--- src/rtl/s011hd1p_arbiter.sv ---
// Single-port 64x20 SRAM access controller: power-on clear, then
// round-robin write/read arbitration with a held read response.
module s011hd1p_arbiter #(
  parameter int ADDR_W = 6,
  parameter int DATA_W = 20,
  parameter int DEPTH  = 64
) (
  input  logic              CLK,
  input  logic              RSTN,
  output logic              init_done,
  input  logic              wr_valid,
  output logic              wr_ready,
  input  logic [ADDR_W-1:0] wr_addr,
  input  logic [DATA_W-1:0] wr_data,
  input  logic              rd_valid,
  output logic              rd_ready,
  input  logic [ADDR_W-1:0] rd_addr,
  output logic              rd_resp_valid,
  output logic [DATA_W-1:0] rd_resp_data,
  output logic              sram_ceb,
  output logic              sram_web,
  output logic [ADDR_W-1:0] sram_a,
  output logic [DATA_W-1:0] sram_d,
  input  logic [DATA_W-1:0] sram_q
);

  typedef enum logic [1:0] {
    BOOT,
    INIT,
    RUN
  } state_e;

  typedef enum logic {
    PRIO_WR,
    PRIO_RD
  } prio_e;

  localparam logic [ADDR_W-1:0] LAST = ADDR_W'(DEPTH - 1);

  state_e            state_q, state_d;
  prio_e             prio_q, prio_d;
  logic [ADDR_W-1:0] clr_cnt_q, clr_cnt_d;
  logic              init_done_q, init_done_d;
  logic              resp_pending_q, resp_pending_d;
  logic [DATA_W-1:0] hold_q, hold_d;
  logic              wr_gnt;
  logic              rd_gnt;

  always_comb begin
    wr_gnt = 1'b0;
    rd_gnt = 1'b0;
    if (state_q == RUN) begin
      unique case (1'b1)
        wr_valid && rd_valid: begin
          wr_gnt = (prio_q == PRIO_WR);
          rd_gnt = (prio_q == PRIO_RD);
        end
        wr_valid && !rd_valid: wr_gnt = 1'b1;
        !wr_valid && rd_valid: rd_gnt = 1'b1;
        default: ;
      endcase
    end
  end

  // Macro pins follow the grant combinationally; the macro
  // samples them at the edge that closes the handshake.
  always_comb begin
    state_d   = state_q;
    clr_cnt_d = clr_cnt_q;
    sram_ceb  = 1'b1;
    sram_web  = 1'b1;
    sram_a    = '0;
    sram_d    = '0;
    case (state_q)
      BOOT: begin
        state_d   = INIT;
        clr_cnt_d = '0;
      end
      INIT: begin
        sram_ceb  = 1'b0;
        sram_web  = 1'b0;
        sram_a    = clr_cnt_q;
        clr_cnt_d = clr_cnt_q + 1'b1;
        if (clr_cnt_q == LAST) begin
          state_d = RUN;
        end
      end
      RUN: begin
        if (wr_gnt) begin
          sram_ceb = 1'b0;
          sram_web = 1'b0;
          sram_a   = wr_addr;
          sram_d   = wr_data;
        end else if (rd_gnt) begin
          sram_ceb = 1'b0;
          sram_a   = rd_addr;
        end
      end
      default: state_d = BOOT;
    endcase
  end

  always_comb begin
    prio_d = prio_q;
    if (wr_gnt) begin
      prio_d = PRIO_RD;
    end else if (rd_gnt) begin
      prio_d = PRIO_WR;
    end
  end

  assign init_done_d    = (state_d == RUN);
  assign resp_pending_d = rd_gnt;
  // Q is only defined in the cycle after a read; keep a copy.
  assign hold_d = resp_pending_q ? sram_q : hold_q;

  always_ff @(posedge CLK or negedge RSTN) begin
    if (!RSTN) begin
      state_q        <= BOOT;
      prio_q         <= PRIO_WR;
      clr_cnt_q      <= '0;
      init_done_q    <= 1'b0;
      resp_pending_q <= 1'b0;
      hold_q         <= '0;
    end else begin
      state_q        <= state_d;
      prio_q         <= prio_d;
      clr_cnt_q      <= clr_cnt_d;
      init_done_q    <= init_done_d;
      resp_pending_q <= resp_pending_d;
      hold_q         <= hold_d;
    end
  end

  assign init_done     = init_done_q;
  assign wr_ready      = wr_gnt;
  assign rd_ready      = rd_gnt;
  assign rd_resp_valid = resp_pending_q;
  assign rd_resp_data  = resp_pending_q ? sram_q : hold_q;

endmodule

--- config.mk ---
export PLATFORM = sky130hd
export DESIGN_NAME = s011hd1p_arbiter
export DESIGN_NICKNAME = d
export VERILOG_FILES = /design/src/rtl/s011hd1p_arbiter.sv
export SDC_FILE = /design/constraint.sdc
export NUM_CORES = 1
export LEC_CHECK = 0
export BUFFER_PORTS_ARGS = -buffer_cell sky130_fd_sc_hd__buf_2
export CELL_PAD_IN_SITES_DETAIL_PLACEMENT = 0
export CELL_PAD_IN_SITES_GLOBAL_PLACEMENT = 1
export CORE_MARGIN = 2
export CORE_UTILIZATION = 30
export CTS_CLUSTER_SIZE = 8
export DETAILED_ROUTE_END_ITERATION = 12
export GPL_TIMING_DRIVEN = 1
export PLACE_DENSITY = 0.9
export SKIP_LAST_GASP = 1
export SLEW_MARGIN = 20
export SYNTH_ARGS = -nofsm -noshare
export SYNTH_HDL_FRONTEND = slang
export SYNTH_SLANG_ARGS = --single-unit
export TNS_END_PERCENT = 100
--- constraint.sdc ---
create_clock -name CLK -period 2.3 [get_ports CLK]
set_clock_uncertainty 0.15 [all_clocks]
set_input_delay 0.115 -clock CLK [delete_from_list [all_inputs] [get_ports CLK]]
set_output_delay 0.115 -clock CLK [all_outputs]
set_load 0.02 [all_outputs]
Word-level counts from Yosys, hierarchy flattened
Index checks and enable logic that the tools add are counted.

Input port bits: 56. Register bits after elaboration: 31.

Add/sub/neg operators: 1. Reductions and logical operators: 8. Equality and inequality tests: 4. Mux-type cells: 20. Bitwise logic cells: 1.

Operators with widths (number): 20-bit 2-to-1 mux (3); 6-bit one-hot mux with 2 select lines (2); 6-bit 2-to-1 mux (2); 1-bit one-hot mux with 2 select lines (4); 1-bit 2-to-1 mux (7); 6-bit by 1-bit adder with 6-bit output, second input constant (1); 6-bit equality test, second input constant (1); 2-bit one-hot mux with 3 select lines (1); 2-bit equality test, second input constant (2); 2-bit nonzero test (2); 1-bit logical AND (3); 2-bit by 1-bit equality test with 1-bit output, second input constant (1); 1-bit zero test (2); 2-bit zero test (1); 2-bit 2-to-1 mux (1); 1-bit inverter (1).

Logic depth before layout (Yosys ltp)
Word-level depth: 7. Mapped depth: 7. Mapped depth without buffers: 5.

Least setup slack after synthesis
Ideal clock, no wire load.

Path kind: reg2out. Start point: register state_q[0]. End point: output sram_a[0]. Slack: 0.507 ns. Required time: 2.035 ns. Stages on the path, launching flop included: 6. Data arrival time: 1.528 ns. Path through: dfrtp_1 inv_1 ha_1 inv_2 a211oi_2 a221o_1.

Cells in the longest elaborated chain, start to end: 5. Elaborated cells between the ends (all ways): 7. Those cells by class: eq/ne (2); mux (5).

Ends and longest elaborated chain: from (decl) (RTL line 40) `state_e state_q, state_d;`; from (signal assigned) (RTL line 126) `state_q <= state_d;`; 2-bit equality test (RTL line 52, 74); 1-bit 2-to-1 mux (RTL line 52) `if (state_q == RUN) begin`; 6-bit 2-to-1 mux (RTL line 94) `end else if (rd_gnt) begin`; 6-bit 2-to-1 mux (RTL line 89) `if (wr_gnt) begin`; 6-bit one-hot mux with 2 select lines (*) (RTL line 74) `case (state_q)`; to (decl) (RTL line 22) `output logic [ADDR_W-1:0] sram_a,`.

Mark *: on every way between the ends. The rest lies on a longest branch, timed or not.

Worst setup path after layout
Start point: register state_q[0]. End point: output sram_a[4].

Same word-level chain as after synthesis.

==> results.json <==
{
  "yosysMostFrequentCell": "dfrtp_1",
  "p_int_uw": 809,
  "hold_depth": 3,
  "n_antenna_cell": 0,
  "start_util_pct": 31.6,
  "syn_area_um2": 1630,
  "p_switching_uw": 221,
  "cts.path.max_buffers": 2,
  "hold_start": "rd_valid",
  "synthAdderAreaFrac_pct": 3.83,
  "tightestPinTransition_ns": 0.696,
  "synth_ff_type": "dfrtp_1",
  "drive_above_1_share_pct": 55.4,
  "synthXorXnorAreaFrac_pct": 1.07,
  "power.share.sequential_pct": 52.9,
  "slew_headroom_pct": 53.6,
  "synthDistinctLibCells": 35,
  "grt_first_pass_wirelength_mm": 7.13,
  "syn_to_final_growth_pct": 56.2,
  "drv_slew": 0,
  "ys_seq_area_share_pct": 47.5,
  "synth_top_family_by_area": "simple AND/OR/NAND/NOR gates",
  "dp.final_hpwl_mm": 2.96,
  "crit_type": "register to output pin",
  "yosysTopAreaCell": "dfrtp_1",
  "synth_compound_area_share_pct": 12.0,
  "critical-path-max-stage-delay_ns": 0.44,
  "min_period_ns": 2.17,
  "max_freq_ghz": 0.461,
  "crit_required_ns": 2.04,
  "row_count": 26,
  "dieArea_um2": 6050,
  "switching_share_pct": 21.5,
  "ys_async_sr_fraction_pct": 100,
  "grt-ovfl-total": 0,
  "final_nets": 336,
  "fillCellCount": 466,
  "leakage_nw": 1.44,
  "setup_viol": 0,
  "cts_buffers": 5,
  "reg2reg_to": "clr_cnt_q[5]",
  "postRouteAntennaNets": 0,
  "hold_viol": 0,
  "drtIter0Drc": 44,
  "synthCells": 143,
  "clk_latency_ns": 0.27,
  "p_comb_share_pct": 8.3,
  "synthesis.nets": 204,
  "hold_ws_ns": 0.111,
  "vias_per_cell": 4.43,
  "grt_start_max_net_pins": 32,
  "worst-endpoint-arrival_ns": 1.90,
  "cts.clk_slew.worst_paths_ns": 0.06,
  "dp_slack_ns": 0.268,
  "synth_edf_count": 0,
  "rsz0062_at_grt": "no",
  "die_h_um": 77.8,
  "cts_tree": "built",
  "fp.dieW_um": 77.8,
  "final_core_util_pct": 49.3,
  "place_inst": 316,
  "synthMuxAreaShare_pct": 14.4,
  "syn_avg_cell_area_um2": 11.4,
  "io_pins": 108,
  "p_clk_share_pct": 38.8,
  "fin_setup_tns_ns": 0,
  "drc": 0,
  "drv_cap": 0,
  "min_to": "rd_resp_valid",
  "critPathLaunchType": "register",
  "crit_family": "compound AO/OA/AOI/OAI gates",
  "cts_setup_buffers": 0,
  "finalCritPeriodShare_pct": 94.3,
  "worst_slack_ns": 0.130,
  "synth_area_leaders": "dfrtp_1 (47%), mux2_2 (14%), and2_1 (8.0%), ha_1 (3.8%), and3_2 (2.8%)",
  "routedWlPerCell_um": 12.2,
  "hold_class": "input pin to register",
  "finalWeightedCongestion": 0.773,
  "synth_top_area_share_pct": 47.5,
  "crit_path_max_fanout": 6,
  "ys_top_cells_by_count": "dfrtp_1 (31), and2_1 (21), mux2_2 (20)",
  "ff2ff_path_depth": 5,
  "fin_cells": 346,
  "portBuffers": 107,
  "synth-simple-area-share_pct": 17.5,
  "worst_setup_path_end_kind": "output pin",
  "cts_sinks": 31,
  "area.sequential_um2": 777,
  "multi_input_area_um2": 811,
  "critPathSlowestCell": "dfrtp_2",
  "critical_path.cell_chain": "inv_1, ha_2, nand2_1, a211oi_4, a221o_2, buf_2",
  "htree_levels": 2,
  "cts-root-buf": "clkbuf_8",
  "powerDensity_nw_per_um2": 404,
  "ir_drop_mv": 0.304,
  "core_area_um2": 5170,
  "critPathBufInv": 2,
  "antenna_found_initial": 0,
  "r2r-start": "state_q[1]",
  "groute.usage.overall_pct": 14.3,
  "yosysWarnings": 0,
  "postRouteWirelength_mm": 4.23,
  "num_vias": 1533,
  "r2r_setup_slack_ns": 0.37,
  "status": "finished, final reports clean",
  "ys_seq_elements": 31,
  "dr.pass1.iters": 4,
  "grt_pass1_vias": 1630
}
==> cells in the final DEF, fill, tap and decap left out, types with 2 or more instances in the layout <==
cell and n:
dfrtp_1 30, buf_2 107, and3_2 6, clkinv_2 3
a21oi_1 3, a221o_2 2, mux2_2 20, and2_1 21
inv_1 5, nand2_1 9, dlygate4sd3_1 22, ha_2 2
o21ai_0 6, clkbuf_8 5, nand2b_1 4, nand3_1 2
a221o_1 4, buf_4 2, ha_1 3, a211oi_4 2
==> worst max-delay path by stage <==
| stage | from | to | slack (ns) | cells after the start |
|---|---|---|---|---|
| final | state_q[0] | sram_a[4] | 0.13 | 6 |
| after global routing | state_q[0] | sram_a[5] | 0.001 | 6 |
| after CTS | state_q[0] | sram_a[1] | 0.04 | 6 |
| after detailed placement | state_q[0] | sram_a[1] | 0.27 | 6 |
| after global placement | state_q[0] | sram_a[4] | 0.35 | 6 |
| after floorplan | state_q[0] | sram_a[0] | 0.51 | 5 |
==> power by group through the flow <==
stage | combinational (mW) | sequential (mW) | clock [mW]
after floorplan | 0.000977 | 0.556 | 0
after global placement | 0.0555 | 0.555 | 0
after detailed placement | 0.0570 | 0.555 | 0
after CTS | 0.0857 | 0.545 | 0.423
after global routing | 0.0952 | 0.545 | 0.446
final | 0.0856 | 0.545 | 0.399
==> what timing repair did <==
item                                    CTS  global route
pin swaps                                 0             2
endpoints found under the setup margin    6            26
cloned                                    0             0
hold buffers                             22             0
resized for setup                         1             3
endpoints found under the hold margin    52             0
==> registers in the layout (all words and copies together) (netlist names) <==
signal / cells
hold_q: 20
rd_resp_valid: 1
init_done: 1
prio_q: 1
state_q: 2
clr_cnt_q: 6
==> kinds of logic (layout without fill, tap and decap cells) <==
family | Yosys count | after routing
muxes | 21 | 21
buffers and inverters | 12 | 145
xor gates and xnor gates | 2 | 2
AOI/OAI and AO/OA | 24 | 24
and+or+nand+nor | 48 | 48
adders and majority gates | 5 | 5
DFF | 31 | 31
==> metal layers <==
layer	routed length [um]	track usage, %
met5	0	0
met1	1780	15.3
met2	2210	27.7
met4	14	1.96
met3	232	4.30
==> layout make-up <==
cell class	instances	share of cell area (%)
clock buffer	5	2.70
clock inverter	3	0.588
inverter	6	0.882
multi-input combinational	100	31.8
sequential	31	30.4
tap	70	3.43
timing repair buffer	131	30.2
==> worst min-delay path, delay by kind of cell <==
kind	cells	cell delay, ns
AOI/OAI and AO/OA	1	0.10
buffers and inverters	1	0.13
and+or+nand+nor	1	0.13
==> through the flow <==
step                instance area (um^2)  total power, mW
finish                              2550             1.03
global route                        2550             1.09
CTS                                 2550             1.05
detailed placement                  2230            0.612
global placement                    2230            0.611
floorplan                           1630            0.556
Note: power is estimated with default switching activity, not from simulation.
